<file path="src/rtl/sbus_rb_loader.sv">
// sbus_rb_loader: takes framed address+data words from a single-bit serial
// link, writes each word into an external register bank and checks the write
// by reading it back.
//
// Frame: address MSB first, then data MSB first, one bit per rising clk edge
// while sen is low. Frames may follow each other with no gap.
// Optional macro SBUS_PARITY_EN: adds one even-parity bit after the data.
//
// Ports:
//   clk        rising-edge clock
//   rst        synchronous active-high reset
//   sen        serial enable, active low
//   sd         serial data, MSB first
//   rb_q       bank read data, valid one cycle after a read address
//   rb_rw      1 = read, 0 = write (low for exactly one cycle per write)
//   rb_a       bank address
//   rb_d       bank write data (held until the next write)
//   frame_cnt  frames written, saturating
//   done       sticky: NUM_FRAMES written and the last read-back matched
//   vfy_err    sticky: a read-back mismatched
//   frm_err    sticky: sen rose mid-frame
//   par_err    sticky: parity failure (constant 0 without SBUS_PARITY_EN)
module sbus_rb_loader #(
  parameter int unsigned ADDR_W     = 3,
  parameter int unsigned DATA_W     = 18,
  parameter int unsigned NUM_FRAMES = 8,
  parameter int unsigned CNT_W      = 8
) (
  input  logic              clk,
  input  logic              rst,
  input  logic              sen,
  input  logic              sd,
  input  logic [DATA_W-1:0] rb_q,
  output logic              rb_rw,
  output logic [ADDR_W-1:0] rb_a,
  output logic [DATA_W-1:0] rb_d,
  output logic [CNT_W-1:0]  frame_cnt,
  output logic              done,
  output logic              vfy_err,
  output logic              frm_err,
  output logic              par_err
);

`ifdef SBUS_PARITY_EN
  localparam int unsigned PAR_W = 1;
`else
  localparam int unsigned PAR_W = 0;
`endif
  localparam int unsigned FL   = ADDR_W + DATA_W + PAR_W;
  localparam int unsigned BC_W = $clog2(FL);

  typedef enum logic [1:0] {
    RX_ADDR = 2'd0,
    RX_DATA = 2'd1,
    RX_PAR  = 2'd2
  } rx_state_e;

  // State that carries the final bit of a frame.
  localparam rx_state_e LAST_ST = (PAR_W != 0) ? RX_PAR : RX_DATA;

  rx_state_e          state_q, state_d;
  logic [BC_W-1:0]    bit_cnt_q, bit_cnt_d;
  logic [FL-2:0]      shift_q, shift_d;
  logic               rb_rw_q, rb_rw_d;
  logic [ADDR_W-1:0]  rb_a_q, rb_a_d;
  logic [DATA_W-1:0]  rb_d_q, rb_d_d;
  logic [CNT_W-1:0]   cnt_q, cnt_d;
  logic               done_q, done_d;
  logic               vfy_err_q, vfy_err_d;
  logic               frm_err_q, frm_err_d;
  logic               par_err_q, par_err_d;
  // Verify pipeline: l1 travels with the write cycle, v2/l2 mark the read
  // cycle, v3/l3 mark the cycle whose closing edge compares rb_q.
  logic               l1_q, l1_d;
  logic               v2_q, v2_d, l2_q, l2_d;
  logic               v3_q, v3_d, l3_q, l3_d;

  logic [FL-1:0]      frame_w;
  logic [ADDR_W-1:0]  frame_addr;
  logic [DATA_W-1:0]  frame_data;
  logic               last_bit;
  logic               par_ok;
  logic               cnt_sat;

  // Frame as it stands including the bit being sampled this edge.
  always_comb begin
    frame_w    = {shift_q, sd};
    frame_addr = frame_w[FL-1 -: ADDR_W];
    frame_data = frame_w[FL-1-ADDR_W -: DATA_W];
    last_bit   = !sen && (state_q == LAST_ST) && (bit_cnt_q == BC_W'(FL-1));
    cnt_sat    = &cnt_q;
`ifdef SBUS_PARITY_EN
    par_ok     = ~^frame_w;
`else
    par_ok     = 1'b1;
`endif
  end

  // Next-state: receive FSM, write/verify pipeline and sticky flags.
  always_comb begin
    state_d   = state_q;
    bit_cnt_d = bit_cnt_q;
    shift_d   = shift_q;
    rb_rw_d   = 1'b1;
    rb_a_d    = rb_a_q;
    rb_d_d    = rb_d_q;
    cnt_d     = cnt_q;
    done_d    = done_q;
    vfy_err_d = vfy_err_q;
    frm_err_d = frm_err_q;
    par_err_d = par_err_q;
    l1_d      = 1'b0;
    v2_d      = !rb_rw_q;
    l2_d      = l1_q;
    v3_d      = v2_q;
    l3_d      = l2_q;

    if (sen) begin
      // Enable released: an unfinished frame is dropped and flagged.
      state_d   = RX_ADDR;
      bit_cnt_d = '0;
      if (bit_cnt_q != '0) frm_err_d = 1'b1;
    end else begin
      shift_d = frame_w[FL-2:0];
      unique case (state_q)
        RX_ADDR: if (bit_cnt_q == BC_W'(ADDR_W-1)) state_d = RX_DATA;
        RX_DATA: if (bit_cnt_q == BC_W'(ADDR_W+DATA_W-1))
                   state_d = (PAR_W != 0) ? RX_PAR : RX_ADDR;
        RX_PAR:  state_d = RX_ADDR;
        default: state_d = RX_ADDR;
      endcase
      if (last_bit) begin
        bit_cnt_d = '0;
        if (!par_ok) begin
          par_err_d = 1'b1;
        end else if (!done_q) begin
          rb_rw_d = 1'b0;
          rb_a_d  = frame_addr;
          rb_d_d  = frame_data;
          l1_d    = !cnt_sat && ((cnt_q + CNT_W'(1)) == CNT_W'(NUM_FRAMES));
          if (!cnt_sat) cnt_d = cnt_q + CNT_W'(1);
        end
      end else begin
        bit_cnt_d = bit_cnt_q + BC_W'(1);
      end
    end

    // rb_d_q still holds the verified word here even if a new write is
    // being launched on this same edge.
    if (v3_q) begin
      if (rb_q != rb_d_q) vfy_err_d = 1'b1;
      else if (l3_q)      done_d    = 1'b1;
    end
  end

  // State register.
  always_ff @(posedge clk) begin
    if (rst) begin
      state_q   <= RX_ADDR;
      bit_cnt_q <= '0;
      shift_q   <= '0;
      rb_rw_q   <= 1'b1;
      rb_a_q    <= '0;
      rb_d_q    <= '0;
      cnt_q     <= '0;
      done_q    <= 1'b0;
      vfy_err_q <= 1'b0;
      frm_err_q <= 1'b0;
      par_err_q <= 1'b0;
      l1_q      <= 1'b0;
      v2_q      <= 1'b0;
      l2_q      <= 1'b0;
      v3_q      <= 1'b0;
      l3_q      <= 1'b0;
    end else begin
      state_q   <= state_d;
      bit_cnt_q <= bit_cnt_d;
      shift_q   <= shift_d;
      rb_rw_q   <= rb_rw_d;
      rb_a_q    <= rb_a_d;
      rb_d_q    <= rb_d_d;
      cnt_q     <= cnt_d;
      done_q    <= done_d;
      vfy_err_q <= vfy_err_d;
      frm_err_q <= frm_err_d;
      par_err_q <= par_err_d;
      l1_q      <= l1_d;
      v2_q      <= v2_d;
      l2_q      <= l2_d;
      v3_q      <= v3_d;
      l3_q      <= l3_d;
    end
  end

  assign rb_rw     = rb_rw_q;
  assign rb_a      = rb_a_q;
  assign rb_d      = rb_d_q;
  assign frame_cnt = cnt_q;
  assign done      = done_q;
  assign vfy_err   = vfy_err_q;
  assign frm_err   = frm_err_q;
`ifdef SBUS_PARITY_EN
  assign par_err   = par_err_q;
`else
  assign par_err   = 1'b0;
`endif

endmodule

</file>
<file path="config.mk">
export PLATFORM = sky130hd
export DESIGN_NAME = sbus_rb_loader
export DESIGN_NICKNAME = d
export VERILOG_FILES = /design/src/rtl/sbus_rb_loader.sv
export SDC_FILE = /design/constraint.sdc
export NUM_CORES = 1
export LEC_CHECK = 0
export ABC_AREA = 1
export BUFFER_PORTS_ARGS = -buffer_cell sky130_fd_sc_hd__buf_4
export CORE_UTILIZATION = 49
export DETAILED_ROUTE_END_ITERATION = 8
export GPL_TIMING_DRIVEN = 1
export PLACE_DENSITY = 0.86
export SETUP_SLACK_MARGIN = 0.05
export SLEW_MARGIN = 20
export SYNTH_ARGS = -nofsm -noshare
export SYNTH_HDL_FRONTEND = slang
export SYNTH_SLANG_ARGS = --single-unit
</file>
<file path="constraint.sdc">
create_clock -name clk -period 1.31 [get_ports clk]
set_input_delay 0.1965 -clock clk [delete_from_list [all_inputs] [get_ports clk]]
set_output_delay 0.1965 -clock clk [all_outputs]
set_load 0.02 [all_outputs]
</file>
==> impl_results.md <==
- Storage cell area: 0.00131 sq mm
- Setup TNS: -365 ps
- FP Rows: 26
- HP Start: sd
- Register bit total from synthesis: 64
- Slew Limit Fails: 0
- Area Growth Syn to Fin: 39.2%
- Setup crit start: frame_cnt[1]$_SDFFE_PP0P_
- Final WL: 7.33 mm
- Post-Syn Nets: 401
- Cell area after synthesis: 0.00271 sq mm
- Placed wire-length estimate: 4.30 mm
- Final worst slack: -150 ps
- Reg2reg start: frame_cnt[1]$_SDFFE_PP0P_
- Diodes inserted: 0
- Final nets: 473
- Final min period: 1460 ps
- Final GP Congestion: 0.835
- Syn. warnings: 0
- Initial Utilization: 52.1%
- Post-synth EDFFs: 0
- Worst Setup End Kind: register
- Sequential area share after synthesis: 47.3%
- Switching pwr: 0.979 mW
- Tcrit/Tclk final: 111%
- Sw Ratio: 24.8%
- Top cell type's share of synthesized area: 47.3%
- Worst reg2reg endpoint: l1_q$_SDFF_PP0_
- Clock Latency Late Sink: 350 ps
- Chip height: 76.4 microns
- CTS tree: built
- Placeable Area: 0.00520 sq mm
- Status: finished with violations
- Critical path class: reg -> reg
- Io pins: 56
- TritonRoute pass-1 iters: 5
- First-pass GRT wire length: 11.9 mm
- Vias: 2685
- DR WL/cell: 14.0 microns
- Asr flop ratio synth: 0%
- WP data required: 1590 ps
- GRT Util Overall: 26.1%
- Worst path arrival time: 1740 ps
- Pre-CTS setup slack: -192 ps
- Mapped Cells: 375
- Num Clock Sinks: 64
- Full die area: 0.00583 sq mm
- CP Launch Type: register
- Netlist cell types: 26
- Comb pwr share: 7.3%
- Violated checks: setup timing
- Reg2Reg Depth: 8
- Clock Power Share: 41.3%
- Hold worst-path end: rb_d[0]$_SDFFE_PP0P_
- Initial DRC count: 179
- Area taken by multi-input logic gates: 0.00140 sq mm
- Vias in the first global route: 2580
- Most common cell in the netlist: nor2_1
- Synth Flop Type: dfxtp_1
- Reg clk slew, reported paths: 70 ps
- Bufs on Longest Clock Path: 2
- Hold path depth: 3
- Pwr per Cell Area: 1050 mW/mm^2
- Initial antenna violation count: 0
- Layout cell share with drive strength beyond 1: 34.5%
- Input/output buffers: 54
- Antenna Violating Nets Remaining: 0
- MaxCap Viol Count: 0
- Yosys top cell by area: dfxtp_1
- Largest net degree at the start of global routing: 29
- R2R setup slack: -150 ps
- Grt ovf: 0
- Cts bufs inserted: 9
- Syn_area_per_cell: 7.23 sq um
- Sequential power share: 51.3%
- VDD IR-drop max: 0.579 mV
- Hold Vio Cnt, Final: 0
- Vias per inst: 5.14
- Leading cell types by count after synthesis: nor2_1, dfxtp_1, nand2_1, inv_1, o21ai_0
- Most area-consuming cells after synthesis: dfxtp_1, nor2_1, nand2_1, o21ai_0, inv_1
- Hold Worst Slack: 132 ps
- H-tree levels: 3
- Detailed-route DRC error count: 0
- Final setup violation count: 9
- Pleak: 1.68 nW
- Fin util: 72.5%
- Root Buffer: clkbuf_8
- RSZ-0062 raised after global routing: yes
- P_int: 2.97 mW
- Final Skew: 9.51 ps
- Die Wd: 76.4 microns
- Fill cells: 377
- Crit Path Max Fanout: 4
- Hold Buf Count CTS: 0
- Worst hold-check path type: in -> reg
- FMAX: 685 MHz
==> stage by stage <==
stage	instances	total power [mW]	cell area (sq um)
finish	522	3.95	3770
global route	522	4.09	3770
CTS	522	3.93	3710
detailed placement	502	2.31	3300
global placement	502	2.30	3300
floorplan	375	2.21	2740
==> worst max-delay path by stage <==
stage / depth (start not counted) / end / slack [ps]
2_1_floorplan: 9 / frame_cnt[2]$_SDFFE_PP0P_ / 20
4_1_cts: 10 / frame_cnt[3]$_SDFFE_PP0P_ / -0.4
5_1_grt: 8 / l1_q$_SDFF_PP0_ / -160
6_report: 8 / l1_q$_SDFF_PP0_ / -150
3_5_place_dp: 10 / frame_cnt[3]$_SDFFE_PP0P_ / -190
3_3_place_gp: 10 / frame_cnt[2]$_SDFFE_PP0P_ / -80
==> critical path, stage by stage, from the launching register on <==
cell	delay (ps)
dfxtp_4	380
ha_4	150
nand3_4	100
buf_4	150
xor2_1	150
inv_1	100
nor3_2	130
nand3b_1	120
nor2_1	120
==> power by group through the flow <==
stage | Combinational, mW | Clock, mW | Sequential (mW)
6_report | 0.290 | 1.63 | 2.03
5_1_grt | 0.326 | 1.74 | 2.03
4_1_cts | 0.279 | 1.63 | 2.02
3_5_place_dp | 0.256 | 0 | 2.06
3_3_place_gp | 0.243 | 0 | 2.06
2_1_floorplan | 0.152 | 0 | 2.05
==> layout by cell type, fill, tap and decap left out, types with 2 or more instances in the layout <==
| cell | netlist | layout |
|---|---|---|
| o21ai_0 | 43 | 25 |
| dfxtp_4 | 0 | 3 |
| xnor2_2 | 0 | 2 |
| xor2_1 | 4 | 4 |
| inv_2 | 2 | 3 |
| ha_4 | 0 | 2 |
| dfxtp_2 | 0 | 11 |
| nor2_1 | 84 | 71 |
| xnor2_1 | 8 | 6 |
| o21ai_1 | 2 | 5 |
| nand2_1 | 59 | 56 |
| nand2_2 | 2 | 4 |
| nand3_4 | 0 | 2 |
| o21ai_2 | 0 | 13 |
| a21oi_1 | 23 | 19 |
| buf_12 | 0 | 2 |
| nand4_1 | 2 | 2 |
| ha_1 | 4 | 2 |
| dfxtp_1 | 64 | 50 |
| inv_1 | 46 | 44 |
| buf_4 | 3 | 73 |
| a21oi_2 | 0 | 4 |
| nand3_2 | 1 | 2 |
| clkbuf_8 | 0 | 10 |
| o21ai_4 | 0 | 2 |
| nand3_1 | 10 | 7 |
| nor2_2 | 1 | 9 |
| nor2_4 | 1 | 6 |
| clkbuf_1 | 7 | 2 |
==> state kept, by name, indices dropped and copies added, names as in the netlist, 3 cells and up <==
signal / count
shift_q: 20
rb_d: 18
frame_cnt: 8
bit_cnt_q: 5
rb_a: 3
==> area by class of cell <==
cell class | count | area share [%]
timing repair buffer | 76 | 15.9
inverter | 48 | 4.98
sequential | 64 | 34.6
multi-input combinational | 248 | 37.1
clock inverter | 3 | 0.597
tap | 70 | 2.32
clock buffer | 13 | 4.51
==> metal layers <==
metal | global-route usage, % | vias up | routed length (microns)
li1 | - | 1306 | -
met1 | 29.4 | 1229 | 2940
met2 | 45.9 | 123 | 3770
met3 | 5.15 | 27 | 389
met4 | 14.4 | 0 | 225
met5 | 0 | - | 0
==> logic make-up (layout without fill, tap and decap cells) <==
logic type | Yosys count | count (layout) | synth area share, %
fa+ha+maj | 4 | 4 | 1.85
flops | 64 | 64 | 47.3
buf+inv | 63 | 140 | 10.0
simple gates | 162 | 162 | 24.1
xor+xnor | 12 | 12 | 3.88
other cells | 1 | 1 | 0.138
compound gates | 69 | 69 | 12.8
==> what timing repair did <==
item | CTS | global route
resized for setup | 62 | 24
pin swaps | 10 | 5
setup endpoints to repair | 30 | 33
hold endpoints to repair | 0 | 0
buffers inserted | 4 | 0
Power figures use the tool's default switching activity.
